--- src/rtl/usb_tx_bit_sequencer.sv ---
// usb_tx_bit_sequencer
// Transmit bit sequencer for the USB full-speed encoder: serialises SYNC,
// data bytes (LSB first) and EOP, inserts stuff bits on request from the
// external stuff bit detector and NRZI-encodes the stream onto D+/D-.
// Optional feature: define TX_ABORT_EN to add the tx_abort input.
module usb_tx_bit_sequencer #(
  parameter int unsigned CLKS_PER_BIT = 8,
  parameter int unsigned TIMER_W      = 4
) (
  input  logic       clk,
  input  logic       n_rst,
  input  logic       tx_start,
  input  logic [7:0] tx_data,
  input  logic       tx_valid,
  input  logic       tx_last,
  output logic       tx_ready,
  input  logic       bit_stuff,
`ifdef TX_ABORT_EN
  input  logic       tx_abort,
`endif
  output logic       shift_enable,
  output logic       d_orig,
  output logic       d_plus,
  output logic       d_minus,
  output logic       busy,
  output logic       tx_done,
  output logic       tx_err
);

  typedef enum logic [2:0] {
    S_IDLE,
    S_SYNC,
    S_DATA,
    S_STUFF,
    S_EOP,
    S_EOP_J
  } state_t;

  localparam logic [TIMER_W-1:0] T_LAST = TIMER_W'(CLKS_PER_BIT - 1);

  state_t             state;
  state_t             nxt_state;
  logic [TIMER_W-1:0] timer;
  logic [2:0]         bit_cnt;
  logic [2:0]         nxt_cnt;
  logic [2:0]         cnt_inc;
  logic [7:0]         hold;
  logic               hold_last;
  logic               err_seen;
  logic               line_j;
  logic               new_j;
  logic               nxt_raw;
  logic               do_load;
  logic               err_p;
  logic               fetch;
  logic               boundary;
  logic               step;
  logic               abort_req;

`ifdef TX_ABORT_EN
  assign abort_req = tx_abort;
`else
  assign abort_req = 1'b0;
`endif

  assign boundary = (timer == T_LAST);
  assign cnt_inc  = bit_cnt + 3'd1;
  // IDLE reacts to tx_start immediately; every other state only moves at a bit boundary.
  assign step     = (state == S_IDLE) ? tx_start : boundary;
  // NRZI: a raw 0 flips the J/K state, a raw 1 holds it.
  assign new_j    = nxt_raw ? line_j : ~line_j;
  assign tx_ready = fetch;

  // Next-bit decision; only acted on when step is high
  always_comb begin
    nxt_state = state;
    nxt_cnt   = bit_cnt;
    nxt_raw   = 1'b0;
    do_load   = 1'b0;
    err_p     = 1'b0;
    fetch     = 1'b0;
    case (state)
      S_IDLE: begin
        if (tx_start) begin
          nxt_state = S_SYNC;
          nxt_cnt   = '0;
        end
      end
      S_SYNC: begin
        if (boundary) begin
          if (abort_req) begin
            nxt_state = S_EOP;
            nxt_cnt   = '0;
            err_p     = 1'b1;
          end else if (bit_cnt == 3'd7) begin
            fetch = 1'b1;
          end else begin
            nxt_cnt = cnt_inc;
            nxt_raw = (cnt_inc == 3'd7);
          end
        end
      end
      S_DATA: begin
        if (boundary) begin
          if (abort_req) begin
            nxt_state = S_EOP;
            nxt_cnt   = '0;
            err_p     = 1'b1;
          end else if (bit_stuff) begin
            // bit_cnt stays on the bit just sent; STUFF advances past it.
            nxt_state = S_STUFF;
          end else if (bit_cnt == 3'd7) begin
            if (hold_last) begin
              nxt_state = S_EOP;
              nxt_cnt   = '0;
            end else begin
              fetch = 1'b1;
            end
          end else begin
            nxt_cnt = cnt_inc;
            nxt_raw = hold[cnt_inc];
          end
        end
      end
      S_STUFF: begin
        if (boundary) begin
          if (abort_req) begin
            nxt_state = S_EOP;
            nxt_cnt   = '0;
            err_p     = 1'b1;
          end else if (bit_cnt == 3'd7) begin
            if (hold_last) begin
              nxt_state = S_EOP;
              nxt_cnt   = '0;
            end else begin
              fetch = 1'b1;
            end
          end else begin
            nxt_state = S_DATA;
            nxt_cnt   = cnt_inc;
            nxt_raw   = hold[cnt_inc];
          end
        end
      end
      S_EOP: begin
        if (boundary) begin
          if (bit_cnt == 3'd1) begin
            nxt_state = S_EOP_J;
          end else begin
            nxt_cnt = cnt_inc;
          end
        end
      end
      S_EOP_J: begin
        if (boundary) begin
          nxt_state = S_IDLE;
          nxt_cnt   = '0;
        end
      end
      default: begin
        nxt_state = S_IDLE;
      end
    endcase
    // A byte fetch either loads the next byte or ends the packet as an underrun.
    if (fetch) begin
      nxt_cnt = '0;
      if (tx_valid) begin
        nxt_state = S_DATA;
        nxt_raw   = tx_data[0];
        do_load   = 1'b1;
      end else begin
        nxt_state = S_EOP;
        err_p     = 1'b1;
      end
    end
  end

  // Registered state, bit timer, line drive and handshake pulses
  always_ff @(posedge clk or negedge n_rst) begin
    if (!n_rst) begin
      state        <= S_IDLE;
      timer        <= '0;
      bit_cnt      <= '0;
      hold         <= '0;
      hold_last    <= 1'b0;
      err_seen     <= 1'b0;
      line_j       <= 1'b1;
      d_plus       <= 1'b1;
      d_minus      <= 1'b0;
      d_orig       <= 1'b0;
      shift_enable <= 1'b0;
      busy         <= 1'b0;
      tx_done      <= 1'b0;
      tx_err       <= 1'b0;
    end else begin
      shift_enable <= 1'b0;
      tx_done      <= 1'b0;
      tx_err       <= err_p;
      if (state != S_IDLE) begin
        timer <= boundary ? '0 : timer + 1'b1;
      end
      if (step) begin
        state   <= nxt_state;
        bit_cnt <= nxt_cnt;
        if (do_load) begin
          hold      <= tx_data;
          hold_last <= tx_last;
        end
        if (state == S_IDLE) begin
          busy     <= 1'b1;
          err_seen <= 1'b0;
        end else begin
          err_seen <= err_seen | err_p;
        end
        case (nxt_state)
          S_SYNC, S_DATA, S_STUFF: begin
            d_orig       <= nxt_raw;
            shift_enable <= 1'b1;
            line_j       <= new_j;
            d_plus       <= new_j;
            d_minus      <= ~new_j;
          end
          S_EOP: begin
            d_orig  <= 1'b0;
            d_plus  <= 1'b0;
            d_minus <= 1'b0;
          end
          S_EOP_J: begin
            line_j  <= 1'b1;
            d_plus  <= 1'b1;
            d_minus <= 1'b0;
          end
          default: begin
            busy    <= 1'b0;
            tx_done <= ~err_seen;
          end
        endcase
      end
    end
  end

endmodule
--- config.mk ---
export PLATFORM = sky130hd
export DESIGN_NAME = usb_tx_bit_sequencer
export DESIGN_NICKNAME = d
export VERILOG_FILES = /design/src/rtl/usb_tx_bit_sequencer.sv
export SDC_FILE = /design/constraint.sdc
export NUM_CORES = 1
export LEC_CHECK = 0
export CAP_MARGIN = 20
export CORE_UTILIZATION = 58
export CTS_CLUSTER_SIZE = 28
export DETAILED_ROUTE_END_ITERATION = 12
export GPL_TIMING_DRIVEN = 0
export PLACE_DENSITY = 0.91
export SLEW_MARGIN = 15
export SYNTH_ARGS = -nofsm -noshare
export SYNTH_HDL_FRONTEND = slang
export SYNTH_SLANG_ARGS = --single-unit
--- constraint.sdc ---
create_clock -name clk -period 3.15 [get_ports clk]
set_input_delay 0.945 -clock clk [delete_from_list [all_inputs] [get_ports clk]]
set_output_delay 0.945 -clock clk [all_outputs]
set_load 0.02 [all_outputs]
==> impl_results.md <==
* Num CTS Buffers at 3
* Worst setup EP type: primary output
* Final core occ at 73.0%
* Initial core utilization at 60.8%
* Critical path launch point type: primary input
* CP cell instances: clkdlybuf4s50_1 > nand2b_4 > a21oi_4 > nor2_4 > buf_2
* Worst path slowest cell: clkdlybuf4s50_1
* Die X at 55.5 um
* Leakage at 0.000899 uW
* Routed WL at 3530 um
* Rows at 19
* Mapped cell area at 1660 um^2
* Final #Nets at 195
* Int Pwr at 875 uW
* CP peak stage delay at 0.55 ns
* Syn Inst Count at 146
* CP required at 2.20 ns
* Remaining antenna violation count after routing at 0
* Grt ovf at 0
* Drt via density at 6.13
* Ys Warns at 0
* Core area at 2730 um^2
* Most frequent cells in the layout: dfrtp_1 (25), clkdlybuf4s50_1 (20), nand2_1 (14), mux2_2 (10), inv_1 (8)
* Crit share post-route at 96.1%
* H-tree depth at 1
* Clock transition at path regs at 0.15 ns
* Setup TNS Final at 0 ns
* Arrival time worst endpoint at 2.08 ns
* Final setup viols at 0
* Die ar. at 3090 um^2
* Max frequency at 0.330 GHz
* Iter 0 DRT Violations at 24
* Mean Syn Cell Area at 11.4 um^2
* Slew HR at 57.8%
* Max Used Layer: met4
* Status: finished, final reports clean
* PortBufs at 21
* Fill cells at 190
* Unique masters post-synth at 53
* Max Cap Viol at 0
* Clock latency on the worst-skew pair at 0.34 ns
* Final Hold Vio Count at 0
* Synth Flop Type: dfrtp_1
* Commonest non-fill, non-tap cell in the layout: dfrtp_1
* Slew @ Worst Pin at 0.631 ns
* Number of global-route vias before repair at 1273
* Net Sw Frac at 39.2%
* Largest net degree at the start of global routing at 19
* GRT Util Overall at 24.3%
* I/O pins at 22
* Final GP Congestion at 0.879
* # clock sinks at 28
* Dominant cells by area after synthesis: dfrtp_1 (39%), mux2_2 (6.8%), ha_1 (3.8%), dfstp_2 (3.2%), nand2_1 (3.2%)
* Post-Syn Nets at 165
* Layout cells sized above 1 at 28.0%
* Antenna violations before repair at 0
* Placed wire-length estimate at 2700 um
* Critical path origin: bit_stuff
* Register bit total from synthesis at 28
* Wire length of the first global-routing pass at 5690 um
* Maximum VDD drop at 0.667 mV
* Combinational share of power at 49.9%
* Final min period at 3.03 ns
* Unrepaired setup endpoints after global routing: false
* NetSw at 563 uW
* Area share of the largest cell type after synthesis at 39.1%
* Dpl cell area at 1940 um^2
* Iteration count of the initial detailed-routing pass at 4
* Area grow syn2layout at 20.1%
* Diodes inserted at 0
* Post-synth EDFFs at 0
* Sequential cell fraction of total power at 37.5%
* Die Y at 55.5 um
* Wire length on met1 at 1510 um
* Root buf cell: clkbuf_4
* Final-report max-slew violation count at 0
* WHS at 0.465 ns
* Synth async-reset ratio at 100%
* Worst reg2reg path startpoint: timer[0]
* Finished Cell Area at 2000 um^2
* Setup CP Type: primary input to primary output
* Fin Clk Skew at 0.00264 ns
* Via count at 1263
* Post-DR wirelength/cell at 17.1 um
* CTS max path bufs at 2
* Power Dens Cells at 721 nW/um^2
* Worst-path fanout max at 5
* TritonCTS clock tree: built
* Met2 wire len at 1850 um
* Clk network pwr share at 12.6%
* Post-route DRC violation count at 0
* Hold Crit Class: flop to flop
* Register area share after synthesis at 42.3%
* Met3 Routed Length at 84 um
* Synth area leader: dfrtp_1
* Hold path start: err_seen
==> registers in the layout (all words and copies together) (netlist names), 3 cells and up <==
register and count:
hold 8, timer 4, bit_cnt 3, state 3
==> Yosys cell counts, types with 2 or more instances <==
cell / instances
nor3_1: 4
ha_1: 5
or3_1: 2
a21oi_1: 7
dfstp_2: 2
nand2b_1: 2
mux2i_1: 2
nand2_1: 14
a221o_1: 2
dfrtp_1: 26
nor2b_1: 2
buf_2: 4
inv_1: 8
mux4_2: 2
nand3_1: 2
nor2_1: 3
mux2_2: 10
nand2b_4: 2
a21o_1: 4
o21ai_2: 2
o21ai_0: 7
o31ai_1: 2
nand4_1: 2
==> worst max-delay path: cells and delay by family <==
kind | cells | cell delay [ns]
AND/OR/NAND/NOR | 2 | 0.18
AO/OA/AOI/OAI | 1 | 0.25
buffers and inverters | 2 | 0.71
==> worst paths after layout <==
| check | to | slack (ns) | cells past startpoint |
|---|---|---|---|
| min | tx_done | 0.47 | 1 |
| min in group asynchronous | state[1] | 0.97 | 1 |
| max reg2reg | d_minus | 0.88 | 8 |
| max in group asynchronous | line_j | 1.59 | 2 |
| min reg2reg | tx_done | 0.47 | 1 |
| max | tx_ready | 0.12 | 5 |
==> timing repair <==
item	4_1_cts	5_1_grt
hold buffers	0	0
gates resized for setup	5	1
endpoints found under the setup margin	1	1
buffers inserted	1	2
==> area by class of cell <==
cell class	count	area (um^2)	area share [%]
Buffer	6	38.8	1.94
Clock buffer	4	36.3	1.82
Inverter	8	30.0	1.50
Multi-Input combinational cell	104	893	44.7
Sequential cell	28	704	35.3
Tap cell	31	38.8	1.94
Timing Repair Buffer	25	255	12.8
==> power groups by stage <==
stage          clock [uW]  sequential (uW)  combinational [uW]
4_1_cts               184              538                 700
5_1_grt               202              548                 781
6_report              181              539                 718
3_3_place_gp            0              547                 641
3_5_place_dp            0              557                 674
2_1_floorplan           0              573                 461
==> layer usage <==
layer / up-vias / track usage [%]
met2: 28 / 41.8
met3: 9 / 3.28
met4: 0 / 12.5
li1: 594 / -
met1: 632 / 29.8
met5: - / 0
==> metrics by stage <==
stage / instances / setup WS [ns] / total power, uW
global placement: 198 / -0.236 / 1190
floorplan: 146 / 0.620 / 1030
finish: 206 / 0.122 / 1440
CTS: 204 / 0.0257 / 1420
detailed placement: 199 / -0.249 / 1230
global route: 206 / 0.0573 / 1530
==> cell families after synthesis <==
family	count (synthesis)	synth area share (%)
AOI/OAI and AO/OA	39	20.9
xor gates and xnor gates	1	0.527
adders and majority gates	5	3.76
buffers and inverters	14	4.14
DFF	28	42.3
muxes	14	10.7
and+or+nand+nor	45	17.7
Note: power is estimated with default switching activity, not from simulation.
